===== src/rtl/dmp_timer_periph_if.sv =====
// DMP peripheral-port request/response bundle.
// The master side is the DMP and the slave side is the peripheral.
interface dmp_timer_periph_if;
    logic        p_sel;
    logic        p_ld;
    logic        p_st;
    logic [2:0]  p_addr;
    logic [31:0] p_dwr;
    logic        p_ldvalid;
    logic [31:0] p_drd;
    logic        p_stall;

    modport master (
        output p_sel, p_ld, p_st, p_addr, p_dwr,
        input  p_ldvalid, p_drd, p_stall
    );
    modport slave (
        input  p_sel, p_ld, p_st, p_addr, p_dwr,
        output p_ldvalid, p_drd, p_stall
    );
endinterface


===== src/rtl/dmp_timer_periph.sv =====
// Timer/scratch peripheral on the DMP port: scratch register, free-running
// counter with compare match and interrupt, and programmable access wait states.
module dmp_timer_periph #(
    parameter int unsigned RESET_WAIT = 0
) (
    input  logic               clk,
    input  logic               rst_a,
    dmp_timer_periph_if.slave  bus,
    output logic               irq_p
);
    typedef enum logic {S_IDLE, S_WAIT} state_e;

    state_e      state_q;
    logic [3:0]  wcnt_q;
    logic        ldvalid_q;
    logic [31:0] drd_q;

    logic [31:0] scratch_q, scratch_d;
    logic [31:0] count_q, count_d;
    logic [31:0] compare_q, compare_d;
    logic        en_q, en_d, ie_q, ie_d;
    logic [3:0]  wait_q, wait_d;
    logic        match_q, match_d;

    logic        acc, done, do_ld, do_st;
    logic [31:0] rdata;

    always_comb begin
        acc   = bus.p_sel & (bus.p_ld | bus.p_st);
        done  = ((state_q == S_IDLE) & acc & (wait_q == 4'd0)) |
                ((state_q == S_WAIT) & (wcnt_q == 4'd1));
        // Request inputs are held stable through the wait, so sample them at completion.
        do_ld = done & bus.p_sel & bus.p_ld;
        do_st = done & bus.p_sel & bus.p_st;
    end

    always_comb begin
        rdata = 32'd0;
        case (bus.p_addr)
            3'd0:    rdata = scratch_q;
            3'd1:    rdata = count_q;
            3'd2:    rdata = compare_q;
            3'd3:    rdata = {24'd0, wait_q, 2'b00, ie_q, en_q};
            3'd4:    rdata = {31'd0, match_q};
            default: rdata = 32'd0;
        endcase
    end

    always_comb begin
        scratch_d = scratch_q;
        count_d   = en_q ? count_q + 32'd1 : count_q;
        compare_d = compare_q;
        en_d      = en_q;
        ie_d      = ie_q;
        wait_d    = wait_q;
        match_d   = match_q;
        if (do_st) begin
            case (bus.p_addr)
                3'd0: scratch_d = bus.p_dwr;
                3'd1: count_d   = bus.p_dwr;
                3'd2: compare_d = bus.p_dwr;
                3'd3: begin
                    en_d   = bus.p_dwr[0];
                    ie_d   = bus.p_dwr[1];
                    wait_d = bus.p_dwr[7:4];
                end
                3'd4: if (bus.p_dwr[0]) match_d = 1'b0;
                default: ;
            endcase
        end
        // Set takes priority over a same-cycle write-1-to-clear.
        if (en_q && (count_q == compare_q)) match_d = 1'b1;
    end

    always_ff @(posedge clk or negedge rst_a) begin
        if (!rst_a) begin
            scratch_q <= 32'd0;
            count_q   <= 32'd0;
            compare_q <= 32'd0;
            en_q      <= 1'b0;
            ie_q      <= 1'b0;
            wait_q    <= 4'(RESET_WAIT);
            match_q   <= 1'b0;
        end else begin
            scratch_q <= scratch_d;
            count_q   <= count_d;
            compare_q <= compare_d;
            en_q      <= en_d;
            ie_q      <= ie_d;
            wait_q    <= wait_d;
            match_q   <= match_d;
        end
    end

    always_ff @(posedge clk or negedge rst_a) begin
        if (!rst_a) begin
            state_q   <= S_IDLE;
            wcnt_q    <= 4'd0;
            ldvalid_q <= 1'b0;
            drd_q     <= 32'd0;
        end else begin
            ldvalid_q <= do_ld;
            drd_q     <= do_ld ? rdata : 32'd0;
            case (state_q)
                S_IDLE: if (acc && (wait_q != 4'd0)) begin
                    state_q <= S_WAIT;
                    wcnt_q  <= wait_q;
                end
                S_WAIT: begin
                    wcnt_q <= wcnt_q - 4'd1;
                    if (wcnt_q == 4'd1) state_q <= S_IDLE;
                end
                default: state_q <= S_IDLE;
            endcase
        end
    end

    assign bus.p_stall   = rst_a &
                           (((state_q == S_IDLE) & acc & (wait_q != 4'd0)) |
                            ((state_q == S_WAIT) & (wcnt_q != 4'd1)));
    assign bus.p_ldvalid = ldvalid_q;
    assign bus.p_drd     = drd_q;
    assign irq_p         = match_q & ie_q;
endmodule

===== src/flat_wrapper.sv =====
// flat-port wrapper written by rule: the top's interface ports become plain ports
module dmp_timer_periph_flat 
#(
    parameter int unsigned RESET_WAIT = 0
)
  (clk, rst_a, irq_p, bus_p_sel, bus_p_ld, bus_p_st, bus_p_addr, bus_p_dwr, bus_p_ldvalid, bus_p_drd, bus_p_stall);
  dmp_timer_periph_if bus_i ();
  input  logic clk;
  input  logic rst_a;
  output logic irq_p;
  input wire logic [$bits(bus_i.p_sel)-1:0] bus_p_sel;
  input wire logic [$bits(bus_i.p_ld)-1:0] bus_p_ld;
  input wire logic [$bits(bus_i.p_st)-1:0] bus_p_st;
  input wire logic [$bits(bus_i.p_addr)-1:0] bus_p_addr;
  input wire logic [$bits(bus_i.p_dwr)-1:0] bus_p_dwr;
  output wire logic [$bits(bus_i.p_ldvalid)-1:0] bus_p_ldvalid;
  output wire logic [$bits(bus_i.p_drd)-1:0] bus_p_drd;
  output wire logic [$bits(bus_i.p_stall)-1:0] bus_p_stall;
  assign bus_i.p_sel = bus_p_sel;
  assign bus_i.p_ld = bus_p_ld;
  assign bus_i.p_st = bus_p_st;
  assign bus_i.p_addr = bus_p_addr;
  assign bus_i.p_dwr = bus_p_dwr;
  assign bus_p_ldvalid = bus_i.p_ldvalid;
  assign bus_p_drd = bus_i.p_drd;
  assign bus_p_stall = bus_i.p_stall;
  dmp_timer_periph #(.RESET_WAIT(RESET_WAIT)) u_core (.clk(clk), .rst_a(rst_a), .bus(bus_i), .irq_p(irq_p));
endmodule

===== config.mk =====
export PLATFORM = sky130hd
export DESIGN_NAME = dmp_timer_periph_flat
export DESIGN_NICKNAME = d
export VERILOG_FILES = /design/src/rtl/dmp_timer_periph_if.sv /design/src/rtl/dmp_timer_periph.sv /design/src/flat_wrapper.sv
export SDC_FILE = /design/constraint.sdc
export NUM_CORES = 1
export LEC_CHECK = 0
export BUFFER_PORTS_ARGS = -buffer_cell sky130_fd_sc_hd__buf_2
export CORE_MARGIN = 4
export CORE_UTILIZATION = 53
export CTS_CLUSTER_DIAMETER = 60
export DETAILED_ROUTE_END_ITERATION = 6
export PLACE_DENSITY = 0.87
export SKIP_CTS_REPAIR_TIMING = 1
export SKIP_LAST_GASP = 1
export SYNTH_ARGS = -nofsm -noshare
export SYNTH_HDL_FRONTEND = slang
export SYNTH_SLANG_ARGS = --single-unit

===== constraint.sdc =====
create_clock -name clk -period 1.8 [get_ports clk]
set_input_delay 0.09 -clock clk [delete_from_list [all_inputs] [get_ports clk]]
set_output_delay 0.09 -clock clk [all_outputs]
set_load 0.01 [all_outputs]

* After elaboration in Yosys (flattened, before gate mapping)
Cells that the tools add are included.
** Storage, ports and cells
- Flip-flop bits (word level) :: 141
- Logic and storage cells :: 62
** Operators by class
- Multiplexer cells :: 14
- Bitwise gates (word level) :: 15
- $add $sub $neg :: 2
- Reduce and logical (&&, ||, !) cells :: 12
- Equal/unequal tests :: 8
** Operators by type and width (number)
- $pmux W32 S5 :: 1
- $mux W32 :: 4
- $add A32 B1 Y32 const B :: 1
- $eq A32 B32 Y1 :: 1
- $and A1 B1 Y1 :: 11
- $pmux W4 S2 :: 1
- $eq A3 B2 Y1 const B :: 2
- $mux W1 :: 6
- $reduce_and A2 Y1 :: 3
- $reduce_bool A2 Y1 :: 3
- $eq A4 B1 Y1 const B :: 1
- $logic_not A4 Y1 :: 1
- $mux W4 :: 1
- $ne A4 B1 Y1 const B :: 1
- $reduce_bool A4 Y1 :: 1
- $sub A4 B1 Y4 const B :: 1
- $eq A3 B1 Y1 const B :: 1
- $eq A3 B3 Y1 const B :: 1
- $logic_not A3 Y1 :: 1
- $or A1 B1 Y1 :: 3
- $reduce_and A3 Y1 :: 1
- $logic_and A1 B1 Y1 :: 2
- $ne A2 B2 Y1 const B :: 1
- $pmux W1 S2 :: 1
- $not A1 Y1 :: 1

* Longest topological paths before layout
- Depth in word-level cells :: 9
- Gate-level depth with buffers :: 9
- Mapped depth without buffers :: 7

* Worst setup path before layout
OpenSTA, ideal clock, no wires.
- Path kind :: reg-to-reg
- Start :: reg u_core.wcnt_q[1]
- End :: reg u_core.scratch_q[10]
- Clock period less this slack :: 1.948 ns
- Data arrival time :: 1.823 ns
- Cell stages (with the launch flop) :: 10
- Required time :: 1.675 ns
- Library setup time :: 0.125 ns
- Buffers on the path :: 2
- Path slack :: -0.148 ns
- Cell sequence :: dfrtp_1 > inv_1 > ha_1 > and4bb_1 > a21o_4 > nand2_4 > or3_1 > buf_6 > buf_12 > mux2_4
** On the way
- Word-level cells in the longest chain between the ends :: 6
** Ends and longest elaborated chain
- start: declaration :: RTL line dmp_timer_periph.sv:14 : logic [3:0] wcnt_q;
- start signal: assignment :: RTL line dmp_timer_periph.sv:107 : wcnt_q <= wait_q;
- start signal: assignment :: RTL line dmp_timer_periph.sv:110 : wcnt_q <= wcnt_q - 4'd1;
- $eq A4 B1 Y1 :: RTL line dmp_timer_periph.sv:31 : ((state_q == S_WAIT) & (wcnt_q == 4'd1));
- $and A1 B1 Y1 :: RTL line dmp_timer_periph.sv:31
- $or A1 B1 Y1 :: RTL line dmp_timer_periph.sv:30 : done = ((state_q == S_IDLE) & acc & (wait_q == 4'd0)) |
- $and A1 B1 Y1 (2 in a row) :: RTL line dmp_timer_periph.sv:34 : do_st = done & bus.p_sel & bus.p_st;
- $reduce_and A2 Y1 (no line)
- end signal: assignment :: RTL line dmp_timer_periph.sv:85 : scratch_q <= scratch_d;
- end: declaration :: RTL line dmp_timer_periph.sv:18 : logic [31:0] scratch_q, scratch_d;
Every way passes these cells.
A chain may end at the register's enable or synchronous reset.

* Worst setup path after layout
- Start :: reg u_core.wcnt_q[1]
- End :: reg u_core.compare_q[2]
** On the way
- Word-level cells in the longest chain between the ends :: 6
** Ends and longest elaborated chain
- $eq A4 B1 Y1 :: RTL line dmp_timer_periph.sv:31
- $and A1 B1 Y1 :: RTL line dmp_timer_periph.sv:31
- $or A1 B1 Y1 :: RTL line dmp_timer_periph.sv:30
- $and A1 B1 Y1 (2 in a row) :: RTL line dmp_timer_periph.sv:34
- $reduce_and A2 Y1 (no line)
- end signal: assignment :: RTL line dmp_timer_periph.sv:87 : compare_q <= compare_d;
- end: declaration :: RTL line dmp_timer_periph.sv:20 : logic [31:0] compare_q, compare_d;
Every way passes these cells.

==> results by group <==
Global route
  – Largest net degree at the start of global routing: about 130
  – Antenna violations before repair: 0
  – GRT overflow: 0
  – Global-route wire length before repair: roughly 30,000 µm
  – Total GRT Usage: between 20% and 30%
  – Number of global-route vias before repair: between 5,000 and 6,000

Routing
  – WL/cell: between 20 and 25 µm
  – TritonRoute pass-1 iters: 5
  – Iter 0 DRT Violations: 735
  – Number of remaining DRC errors: 0
  – Routed WL: 22,900 µm
  – Vias per cell: between 6 and 7
  – Antenna viol nets, final: 0
  – Vias: 6,027

Power
  – Logic pwr share: approximately 39%
  – Pleak: between 0.004 and 0.005 µW
  – Seq pwr share: a little over a third
  – Internal power: ~9300 µW
  – Peak VDD IR: approximately 0.89 mV
  – Pwr/cell area: between 1500 and 2000 nW/µm²
  – Net Sw Frac: roughly 36%
  – Clk pwr share: ~24%
  – Net Sw Power: 5190 µW

Placed design
  – Placed Instance Area: around 8000 µm²
  – RePlAce Congestion: around 0.9
  – IO Port Bufs: 74
  – Post-DP HPWL: about 13,000 µm

Timing
  – Worst Setup Slack, final: -0.376 ns
  – RSZ-0062 raised after global routing: true
  – Setup TNS Final: -26.76 ns
  – Period utilization: 121%
  – Slew Limit Fails: 0
  – Setup-failing EPs final: 107
  – Final min period: approximately 2.2 ns
  – FMAX: 460 MHz
  – Layout Skew: about 0.013 ns
  – Slew Limit Headroom: between 50% and 60%
  – Final Hold Violating Endpoints: 0
  – Hold_ws: around 0.026 ns
  – Tightest Pin Transition: about 0.67 ns

Logic synthesis
  – Post-synth top flop: dfrtp_1
  – Synth top area share: roughly half
  – Mean Syn Cell Area: between 10 and 15 µm²
  – Main area contributors after synthesis: dfrtp_1 (50%), mux2_2 (6.9%), mux2_4 (6.4%)
  – Post-Syn Area: 7050 µm²
  – Post-synth EDFFs: 0
  – Biggest area consumer among synthesized cells: dfrtp_1
  – Yosys cell types: 48
  – Async SR Flop Fraction: 100%
  – Yosys warnings: 0
  – Register area share after synthesis: between 50 and 60%
  – Post-Syn Instances: around 620
  – Syn nets: approximately 660
  – Synthesis-stage register bit count: between 100 and 150

Die
  – Boundary Pins: 75
  – # rows: 41
  – Die area: approximately 15,000 µm²
  – Core area: between 10,000 and 15,000 µm²
  – Die height: 123 µm
  – Initial Util: between 50% and 60%
  – Die W: approximately 120 µm

Setup path
  – CP Data Arrival Time: between 2 and 2.5 ns
  – Largest stage delay, worst path: approximately 0.40 ns
  – CP Class: reg -> reg
  – R2R Setup Slk: -0.38 ns
  – Crit-path max FO: 8
  – Critical Path RT: about 2.1 ns
  – R2r endpoint: u_core.compare_q[2]
  – CP Launch Type: flop
  – Crit-path cells: inv_2, ha_4, and4bb_1, a21o_4, nand2_4, buf_12, nor3b_4, buf_6, clkbuf_16, mux2_4
  – Endpoint class of the critical path: flop
  – Reg2Reg Launch Point: u_core.wcnt_q[1]
  – Reg2reg path depth: 10
  – CP max stage cell: dfrtp_1

Outcome
  – Violations in the final reports: setup timing
  – Status: complete, but fails checks

Finish
  – Area grow syn2layout: 33.5%
  – Number of fillers in the final layout: approximately 740
  – Share of layout cells above drive strength 1: a little under two fifths
  – Fin area: 9420 µm²
  – Nets: 833
  – Ant diodes: 0

Clocking
  – Max clock buf depth: 2
  – CTS tree: yes
  – # H-tree levels: 4
  – Worst-skew pair later-pin latency: between 0.4 and 0.5 ns
  – Clock transition at the registers of the reported paths: around 0.06 ns
  – CTS root buffer: clkbuf_16
  – Clock Sinks: approximately 140
  – Num CTS Buffers: 17

Min path
  – Hold crit path type: in -> reg
  – Hold path startpoint: bus_p_addr[2]
  – Hold path cells: 3
  – Hold Path Sink: u_core.bus.p_drd[0]

Flow run
  – Max cap viols: 0
==> per-stage QoR <==
| stage | worst slack, ns | util (%) | total power, µW | instances |
|---|---|---|---|---|
| 2_1_floorplan | -0.148 | - | 8110 | 619 |
| 3_3_place_gp | -0.246 | 63.0 | 9610 | 896 |
| 3_5_place_dp | -0.335 | 63.0 | 9970 | 896 |
| 4_1_cts | -0.342 | 67.6 | 13600 | 928 |
| 5_1_grt | -0.394 | 73.4 | 15000 | 975 |
| 6_report | -0.376 | 73.4 | 14500 | 975 |
==> sequential cells by signal, summed over array words and instances, names as in the netlist <==
register,count
u_core.bus.p_drd,32
u_core.bus.p_ldvalid,1
u_core.compare_q,32
u_core.count_q,32
u_core.en_q,1
u_core.ie_q,1
u_core.match_q,1
u_core.scratch_q,32
u_core.state_q,1
u_core.wait_q,4
u_core.wcnt_q,4
==> cells by family after synthesis <==
group	after synthesis	share of synthesized area (%)
flip-flops	141	50.0
AO/OA/AOI/OAI	70	5.39
AND/OR/NAND/NOR	183	13.1
adder cells (fa/ha/maj)	3	0.532
buffers and inverters	50	3.85
XOR/XNOR	65	8.07
multiplexers	107	19.0
==> worst max-delay path by stage <==
| stage | slack, ns | cells after the start | startpoint | to |
|---|---|---|---|---|
| after global routing | -0.39 | 10 | u_core.wcnt_q[1] | u_core.compare_q[8] |
| after CTS | -0.34 | 8 | u_core.wcnt_q[1] | u_core.scratch_q[27] |
| final | -0.38 | 10 | u_core.wcnt_q[1] | u_core.compare_q[2] |
| after floorplan | -0.15 | 9 | u_core.wcnt_q[1] | u_core.scratch_q[10] |
| after detailed placement | -0.34 | 8 | u_core.wcnt_q[1] | u_core.scratch_q[19] |
| after global placement | -0.25 | 8 | u_core.wcnt_q[1] | u_core.scratch_q[18] |
==> synthesized netlist by cell type (all sizes together), types with 2 or more instances <==
cell    count
dfrtp     141
mux2       74
nor2       65
nand2      47
xnor2      35
o21ai      32
a21oi      30
xor2       30
mux2i      28
clkbuf     24
buf        19
nand4      18
nand3      12
nor4       10
inv         7
nor3        7
nor2b       6
mux4        5
and3        4
and2        3
and4        3
ha          3
a221oi      2
a31oi       2
or3         2
or4         2
==> worst max-delay path: cells and delay by family (launching register included) <==
kind / cells / cell delay, ns
DFF: 1 / 0.40
buffers and inverters: 4 / 0.56
adders and majority gates: 1 / 0.12
and+or+nand+nor: 3 / 0.54
AOI/OAI and AO/OA: 1 / 0.13
muxes: 1 / 0.31
==> power by group through the flow <==
stage	sequential, µW	combinational, µW	clock (µW)
after floorplan	5030	3080	0
final	5310	5700	3520
after detailed placement	5160	4810	0
after global placement	5050	4560	0
after CTS	5150	4910	3520
after global routing	5360	6000	3680
==> cell type report <==
type / instances / area [µm²] / area share, %
Inverter: 7 / 26.3 / 0.279
Clock inverter: 13 / 139 / 1.47
Tap cell: 172 / 215 / 2.28
Multi-Input combinational cell: 428 / 3490 / 37.0
Sequential cell: 141 / 3530 / 37.5
Clock buffer: 19 / 453 / 4.81
Timing Repair Buffer: 195 / 1570 / 16.7
==> layer usage <==
metal	wire length, µm	GRT usage (%)	vias to the layer above
met5	0	0	-
met4	1240	12.0	0
met3	2250	5.81	130
met2	11000	43.6	460
met1	8410	32.9	2964
li1	-	-	2473
==> cells in the final DEF (no fill, tap or decap), types with 6 or more instances in the layout <==
| cell | synthesis | routed |
|---|---|---|
| dfrtp_1 | 141 | 141 |
| buf_2 | 11 | 72 |
| buf_4 | 3 | 69 |
| mux2_4 | 30 | 68 |
| nor2_1 | 65 | 64 |
| nand2_1 | 46 | 46 |
| xnor2_1 | 35 | 35 |
| dlygate4sd3_1 | 0 | 33 |
| xor2_1 | 30 | 30 |
| a21oi_1 | 30 | 29 |
| mux2i_1 | 28 | 28 |
| o21ai_0 | 30 | 22 |
| clkbuf_16 | 0 | 21 |
| nand4_1 | 18 | 18 |
| nand3_1 | 12 | 12 |
| o21ai_1 | 2 | 10 |
| buf_6 | 1 | 9 |
| buf_12 | 3 | 8 |
| inv_1 | 7 | 6 |
(Power assumes the default switching activity.)
